## config.mk

```make
export PLATFORM = sky130hd
export DESIGN_NAME = full_bias_add_ctrl
export DESIGN_NICKNAME = d
export VERILOG_FILES = /design/src/rtl/full_bias_add_ctrl.sv
export SDC_FILE = /design/constraint.sdc
export NUM_CORES = 1
export LEC_CHECK = 0
export CORE_MARGIN = 10
export CORE_UTILIZATION = 50
export CTS_BUF_LIST = sky130_fd_sc_hd__clkbuf_16
export CTS_CLUSTER_DIAMETER = 40
export DETAILED_ROUTE_END_ITERATION = 8
export GPL_TIMING_DRIVEN = 0
export PLACE_DENSITY_LB_ADDON = 0.15
export SLEW_MARGIN = 5
export SYNTH_ARGS = -nofsm -noshare
export SYNTH_HDL_FRONTEND = slang
export SYNTH_SLANG_ARGS = --single-unit
```

## constraint.sdc

```tcl
create_clock -name clk -period 5.8 [get_ports clk]
set_input_delay 0.58 -clock clk [delete_from_list [all_inputs] [get_ports clk]]
set_output_delay 0.58 -clock clk [all_outputs]
set_load 0.01 [all_outputs]
```

## src/rtl/full_bias_add_ctrl.sv

```systemverilog
// Bias-add sequencer for one fully-connected layer: accumulator stream in, bias RAM read, shared
// registered adder, output FIFO with last marker. Optional bias bypass via FULL_BIAS_BYPASS_EN.
module full_bias_add_ctrl #(
   parameter int CNT_W     = 10,
   parameter int OUT_DEPTH = 4
) (
   input  logic             clk,
   input  logic             reset,
   input  logic             start,
   input  logic [CNT_W-1:0] cfg_num_out,
`ifdef FULL_BIAS_BYPASS_EN
   input  logic             cfg_bypass,
`endif
   output logic             busy,
   output logic             done,
   input  logic             in_valid,
   output logic             in_ready,
   input  logic [31:0]      in_data,
   output logic             bias_rd_en,
   output logic [CNT_W-1:0] bias_rd_addr,
   input  logic [31:0]      bias_rd_data,
   output logic [31:0]      add_a,
   output logic [31:0]      add_b,
   input  logic [31:0]      add_result,
   output logic             out_valid,
   input  logic             out_ready,
   output logic [31:0]      out_data,
   output logic             out_last
);

   localparam int PTR_W  = (OUT_DEPTH > 1) ? $clog2(OUT_DEPTH) : 1;
   localparam int FCNT_W = $clog2(OUT_DEPTH + 1);

   typedef enum logic [1:0] {IDLE, RUN, DRAIN, DONE} state_t;

   state_t state_q, state_d;

   logic [CNT_W-1:0]  cnt_q, num_q;
   logic              s1Valid_q, s1Last_q, s2Valid_q, s2Last_q;
   logic [31:0]       s1Data_q;
   logic [PTR_W-1:0]  wrPtr_q, rdPtr_q;
   logic [FCNT_W-1:0] fifoCount_q;
   logic [31:0]       fifoData [OUT_DEPTH];
   logic              fifoLast [OUT_DEPTH];

   logic              bypassEn;
   logic              accept, isLast, creditOk, drainEmpty, push, pop;
   logic [FCNT_W:0]   inflight;
   logic [31:0]       pushData;

   // Credit uses only registered occupancy so out_ready never reaches in_ready combinationally.
   assign inflight   = {1'b0, fifoCount_q} + (FCNT_W+1)'(s1Valid_q) + (FCNT_W+1)'(s2Valid_q);
   assign creditOk   = inflight < (FCNT_W+1)'(OUT_DEPTH);
   assign isLast     = (cnt_q == num_q - CNT_W'(1));
   assign accept     = in_ready & in_valid;
   assign push       = s2Valid_q;
   assign pop        = out_valid & out_ready;
   assign drainEmpty = !s1Valid_q && !s2Valid_q &&
                       ((fifoCount_q == '0) || (fifoCount_q == FCNT_W'(1) && pop));

   always_comb begin
      state_d  = state_q;
      in_ready = 1'b0;
      busy     = 1'b0;
      done     = 1'b0;
      case (state_q)
         IDLE: begin
            if (start) state_d = (cfg_num_out != '0) ? RUN : DONE;
         end
         RUN: begin
            busy     = 1'b1;
            in_ready = creditOk;
            if (in_valid && creditOk && isLast) state_d = DRAIN;
         end
         DRAIN: begin
            busy = 1'b1;
            if (drainEmpty) state_d = DONE;
         end
         DONE: begin
            done    = 1'b1;
            state_d = IDLE;
         end
         default: state_d = IDLE;
      endcase
   end

   always_ff @(posedge clk) begin
      if (reset) state_q <= IDLE;
      else       state_q <= state_d;
   end

   always_ff @(posedge clk) begin
      if (reset) begin
         cnt_q     <= '0;
         num_q     <= '0;
         s1Valid_q <= 1'b0;
         s1Last_q  <= 1'b0;
         s1Data_q  <= '0;
         s2Valid_q <= 1'b0;
         s2Last_q  <= 1'b0;
      end else begin
         if (state_q == IDLE && start) begin
            cnt_q <= '0;
            num_q <= cfg_num_out;
         end else if (accept) begin
            cnt_q <= cnt_q + CNT_W'(1);
         end
         s1Valid_q <= accept;
         if (accept) begin
            s1Data_q <= in_data;
            s1Last_q <= isLast;
         end
         s2Valid_q <= s1Valid_q;
         s2Last_q  <= s1Last_q;
      end
   end

`ifdef FULL_BIAS_BYPASS_EN
   logic        bypass_q;
   logic [31:0] s2Data_q;

   // In bypass the stage-1 word rides a matching register so latency equals the adder path.
   always_ff @(posedge clk) begin
      if (reset) begin
         bypass_q <= 1'b0;
         s2Data_q <= '0;
      end else begin
         if (state_q == IDLE && start) bypass_q <= cfg_bypass;
         s2Data_q <= s1Data_q;
      end
   end

   assign bypassEn = bypass_q;
   assign pushData = bypass_q ? s2Data_q : add_result;
`else
   assign bypassEn = 1'b0;
   assign pushData = add_result;
`endif

   assign bias_rd_en   = accept & !bypassEn;
   assign bias_rd_addr = cnt_q;
   assign add_a        = bypassEn ? 32'h0 : s1Data_q;
   assign add_b        = bypassEn ? 32'h0 : bias_rd_data;

   function automatic logic [PTR_W-1:0] ptrInc(input logic [PTR_W-1:0] p);
      return (p == PTR_W'(OUT_DEPTH - 1)) ? '0 : p + PTR_W'(1);
   endfunction

   always_ff @(posedge clk) begin
      if (reset) begin
         wrPtr_q     <= '0;
         rdPtr_q     <= '0;
         fifoCount_q <= '0;
      end else begin
         if (push) wrPtr_q <= ptrInc(wrPtr_q);
         if (pop)  rdPtr_q <= ptrInc(rdPtr_q);
         case ({push, pop})
            2'b10:   fifoCount_q <= fifoCount_q + FCNT_W'(1);
            2'b01:   fifoCount_q <= fifoCount_q - FCNT_W'(1);
            default: fifoCount_q <= fifoCount_q;
         endcase
      end
   end

   always_ff @(posedge clk) begin
      if (push) begin
         fifoData[wrPtr_q] <= pushData;
         fifoLast[wrPtr_q] <= s2Last_q;
      end
   end

   always_ff @(posedge clk) begin
      if (!reset && push) assert (fifoCount_q != FCNT_W'(OUT_DEPTH));
   end

   assign out_valid = (fifoCount_q != '0);
   assign out_data  = fifoData[rdPtr_q];
   assign out_last  = out_valid & fifoLast[rdPtr_q];

endmodule

```

* Yosys cells after proc, flatten, opt, wreduce, memory -nomap -nowiden
Memory sizes are Yosys's and may differ from the RTL's. A register that Yosys moved wholly into a read port is not among the register bits.
Cells that the tools add are included.
** Cells by class
- Add/sub/neg operators :: 8
- Magnitude comparators :: 1
- Bitwise logic cells :: 3
- Mux-type cells :: 17
- Reductions and logical operators :: 17
- Equality and inequality tests :: 12
** Operators with widths (number)
- $mux 2 :: 10
- $add 10x1->10 const B :: 1
- $eq 10x10->1 :: 1
- $eq 2x2->1 const B :: 5
- $reduce_bool 10->1 :: 1
- $sub 10x1->10 const B :: 1
- $pmux 2 s4 :: 1
- $logic_and 1x1->1 :: 6
- $ne 2x2->1 const B :: 3
- $pmux 3 s2 :: 1
- $mux 1 :: 5
- $add 2x1->2 const B :: 2
- $add 3x1->4 :: 1
- $add 4x1->4 :: 1
- $eq 2x1->1 const B :: 2
- $lt 4x3->1 const B :: 1
- $reduce_or 2->1 :: 2
- $add 3x1->3 const B :: 1
- $and 1x1->1 :: 3
- $eq 3x1->1 const B :: 1
- $logic_not 3->1 :: 1
- $reduce_and 3->1 :: 1
- $reduce_bool 3->1 :: 1
- $sub 3x1->3 const B :: 1
- other kinds (4) :: 5
** Storage, ports and cells
- Memories :: 2
- Flip-flop bits (word level) :: 65
- Input bits :: 111
- Memory bits (writable) :: 132
- Output and inout bits :: 112
- Logic and storage cells :: 71
** Memories
- fifoData :: depth 4, bits a word 32, rd ports 1, clocked after Yosys merged registers in 1, wr ports 1, line 43 : logic [31:0] fifoData [OUT_DEPTH];
- fifoLast :: depth 4, bits a word 1, rd ports 1, clocked after Yosys merged registers in 1, wr ports 1, line 44 : logic fifoLast [OUT_DEPTH];

* Depth between registers and ports, before layout
- Depth after elaboration :: 7
- Depth in mapped cells :: 9
- Gate-level depth less buffers :: 9

* Worst setup path after synthesis
Ideal clock, no wire load.
- Kind :: reg-to-output
- Start :: register (tool-made name)
- End :: output out_data[10]
- Slack :: 3514 ps
- Cell stages (with the launch flop) :: 4
- Data arrival time :: 1706 ps
- Required time :: 5220 ps
- Buffers on the path :: 2
- Cell sequence :: dfxtp_1 -> clkbuf_1 -> buf_1 -> mux4_2
** RTL lines
- end, declared :: line 27 : output logic [31:0] out_data,

* Worst setup path after layout
- Start :: register s2Valid_q (netlist: push)
- End :: output bias_rd_en
** On the way
- Word-level cells in the longest chain between the ends :: 4
** Ends and longest elaborated chain
- start, declared :: line 39 : logic s1Valid_q, s1Last_q, s2Valid_q, s2Last_q;
- start signal, assigned :: line 113 : s2Valid_q <= s1Valid_q;
- $add 4x1->4 :: line 52 : assign inflight = {1'b0, fifoCount_q} + (FCNT_W+1)'(s1Valid_q) + (FCNT_W+1)'(s2Valid_q);
- $lt 4x3->1 :: line 53 : assign creditOk = inflight < (FCNT_W+1)'(OUT_DEPTH);
- $mux 1 :: line 66 : case (state_q)
- $and 1x1->1 :: line 55 : assign accept = in_ready & in_valid;
- end, declared :: line 19 : output logic bias_rd_en,
Every way passes these cells.

==> flow_summary.json <==
{
  "synth.largest_area_cell": "edfxtp_1",
  "r2r_cells": 8,
  "num_io_pins": 223,
  "synth.most_common_cell": "edfxtp_1",
  "cts_resized": 0,
  "final_nets": 919,
  "holdCritPathClass": "flop to flop",
  "initial_core_util": 0.5080,
  "synth_top_area_share": 0.4948,
  "setup_viol": 0,
  "switchingPower_mw": 0.9894,
  "grt_overflow": 0,
  "cts_num_sinks": 199,
  "reg2reg_slack_ns": 3.39,
  "cts_buffers": 17,
  "holdBufCountCts": 0,
  "dpl-instance-area_sq_um": 10270,
  "cp_slowest_cell": "clkdlybuf4s50_1",
  "area_delta_synth_final_pct": 35.61,
  "grt_usage": 0.1710,
  "power_density_nw_per_um2": 340.1,
  "syn_area_sq_um": 8011,
  "cp_cell_sequence": "ha_1, a21oi_1, o2111ai_1, inv_1, clkbuf_1, buf_1, clkdlybuf4s50_1",
  "cts_tree": "yes",
  "worstReg2RegStart": "push$_SDFF_PP0_",
  "tightest_slew_ns": 0.8802,
  "cp_top_family": "buffers and inverters",
  "fillers": 1124,
  "cts_max_path_buffers": 2,
  "grt_max_degree": 29,
  "cap_violations": 0,
  "holdPathStages": 2,
  "yosys-top-cells-count": "edfxtp_1, nand2_1, dfxtp_1",
  "cts_root_buffer": "clkbuf_16",
  "setup_tns_ns": 0,
  "r2r-end": "add_a[12]$_SDFFE_PP0P_",
  "die_y_um": 146.6,
  "die_width_um": 146.6,
  "synth_top_cells_by_area": "edfxtp_1, dfxtp_1, mux4_2",
  "via_count": 5177,
  "cp-end-kind": "primary output",
  "max-slew-margin-rel": 0.4132,
  "whs_ns": 0.4464,
  "synth-seq-cells": 199,
  "finalMaxSlewViolations": 0,
  "comb_power_share": 0.242,
  "slowest_delay_ns": 0.63,
  "final_layout_size_suffix_gt1_frac": 0.1370,
  "fin_worst_skew_ns": 0.01179,
  "crit_fanout": 10,
  "synth_edf_count": 132,
  "grt_pass1_vias": 5449,
  "rows": 46,
  "gp_congestion": 0.7765,
  "min_period_ns": 3.734,
  "via_per_inst": 5.080,
  "power_frac_seq": 0.441,
  "yosys_warnings": 0,
  "fin_area_sq_um": 10860,
  "clock_power_share": 0.317,
  "clk_pin_slew_ns": 0.07,
  "cts_max_level": 4,
  "async_reset_ff_frac": 0,
  "critical_path_class": "flop to primary output",
  "critPathRequiredTime_ns": 5.22,
  "synth_ff_type": "edfxtp_1",
  "syn_inst": 577,
  "internal-power_mw": 2.705,
  "worstPathArrival_ns": 3.15,
  "synth_cell_types": 39,
  "cts_setup_buffers": 0,
  "p_leak_nw": 3.700,
  "core_sq_um": 15770,
  "grt_pass1_wl_mm": 29.21,
  "crit_buf_inv": 4,
  "drc": 0,
  "min_to": "s1Last_q$_SDFFE_PP0P_",
  "finalCritPeriodShare": 0.6439,
  "synthesis.nets": 706,
  "antenna_cells": 0,
  "cp.depth": 7,
  "ir_worst_vdd_mv": 0.2222,
  "seq_area_frac_synth": 0.6622,
  "final_cells": 1019,
  "finalHoldViolCount": 0,
  "dpl.cell_count": 987,
  "switching_share": 0.2678,
  "wl_mm": 18.58,
  "place_hpwl_mm": 13.74,
  "final_util": 0.6889,
  "clk_latency_ns": 0.43,
  "dieArea_sq_um": 21490,
  "cp-start-kind": "flop",
  "wl_per_cell_um": 18.23,
  "drt_iter0_drc": 224,
  "hp-start": "s1Last_q$_SDFFE_PP0P_",
  "dr.pass1.iters": 4,
  "io_buffers": 190,
  "avgSynthCellArea_sq_um": 13.88,
  "ant_nets": 0,
  "antenna_found_initial": 0,
  "fmax_mhz": 267.8,
  "status": "finished, final reports clean",
  "rsz0062_at_grt": "no"
}
## registers in the layout, summed over array words and instances, names as in the netlist, named ones only
name and cells:
s1Last_q 1, fifoCount_q 3, fifoData 128, add_a 32
num_q 10, s2Last_q 1, fifoLast 4, push 1
bias_rd_addr 10, wrPtr_q 2, state_q 2, rdPtr_q 2
s1Valid_q 1
## worst reg2reg max path: cells and delay by family, from the launching register on
kind            cells  cell delay (ns)
buf+inv             3             0.96
compound gates      3             0.56
flops               1             0.45
fa+ha+maj           1             0.28
simple gates        1             0.11
## cells in the final DEF (no fill, tap or decap), types with 4 or more instances in the layout
| master | synthesis | final |
|---|---|---|
| a21oi_1 | 51 | 51 |
| and2_2 | 0 | 4 |
| buf_1 | 6 | 6 |
| buf_12 | 0 | 4 |
| buf_4 | 32 | 32 |
| clkbuf_1 | 20 | 20 |
| clkbuf_16 | 0 | 17 |
| clkdlybuf4s50_1 | 0 | 190 |
| dfxtp_1 | 67 | 67 |
| edfxtp_1 | 132 | 132 |
| ha_1 | 18 | 18 |
| inv_1 | 16 | 16 |
| mux4_2 | 33 | 33 |
| nand2_1 | 97 | 97 |
| nand3_1 | 5 | 5 |
| nand4_1 | 4 | 4 |
| nor2_1 | 24 | 24 |
| nor3_1 | 6 | 6 |
| xnor2_1 | 12 | 12 |
| xor2_1 | 12 | 12 |
## worst max path at each step
| stage | start | to | slack, ns |
|---|---|---|---|
| finish | push$_SDFF_PP0_ | bias_rd_en | 2.07 |
| global route | push$_SDFF_PP0_ | bias_rd_en | 1.79 |
| CTS | push$_SDFF_PP0_ | bias_rd_en | 2.01 |
| detailed placement | in_valid | bias_rd_en | 2.28 |
| global placement | in_valid | bias_rd_en | 2.32 |
| floorplan | flop | out_data[10] | 3.51 |
## per-layer routing
layer / vias to the layer above / wire (um) / global-route usage
met2: 168 / 9375 / 0.2921
met4: 0 / 162 / 0.04505
met1: 2523 / 7271 / 0.1849
li1: 2470 / - / -
met3: 16 / 1766 / 0.08405
met5: - / 0 / 0
## area by class of cell
| cell class | count | area (sq um) | area share |
|---|---|---|---|
| Sequential cell | 199 | 5305 | 0.4883 |
| Multi-Input combinational cell | 304 | 2313 | 0.2129 |
| Timing Repair Buffer | 194 | 1982 | 0.1824 |
| Clock buffer | 17 | 425.4 | 0.03916 |
| Buffer | 58 | 337.8 | 0.03110 |
| Tap cell | 216 | 270.3 | 0.02488 |
| Clock inverter | 15 | 170.2 | 0.01566 |
| Inverter | 16 | 60.06 | 0.005528 |
## through the flow
| stage | total power [mW] | worst slack [ns] |
|---|---|---|
| final | 3.695 | 2.066 |
| after global routing | 3.857 | 1.787 |
| after CTS | 3.733 | 2.006 |
| after detailed placement | 2.565 | 2.282 |
| after global placement | 2.545 | 2.317 |
| after floorplan | 2.157 | 3.514 |
## power groups by stage
stage          registers (mW)  clock network [mW]  logic, mW
2_1_floorplan            1.67                   0      0.491
3_3_place_gp             1.66                   0      0.888
3_5_place_dp             1.66                   0      0.904
4_1_cts                  1.63                1.19      0.911
5_1_grt                  1.64                1.24      0.977
6_report                 1.63                1.17      0.892
## cells by family after synthesis
logic type,count (synthesis),synth area share
fa+ha+maj,18,0.02811
flops,199,0.6622
buf+inv,74,0.04966
xor+xnor,24,0.02624
simple gates,158,0.08746
compound gates,67,0.04795
mux,37,0.09839
No activity file was read; power rests on OpenSTA's default activity.
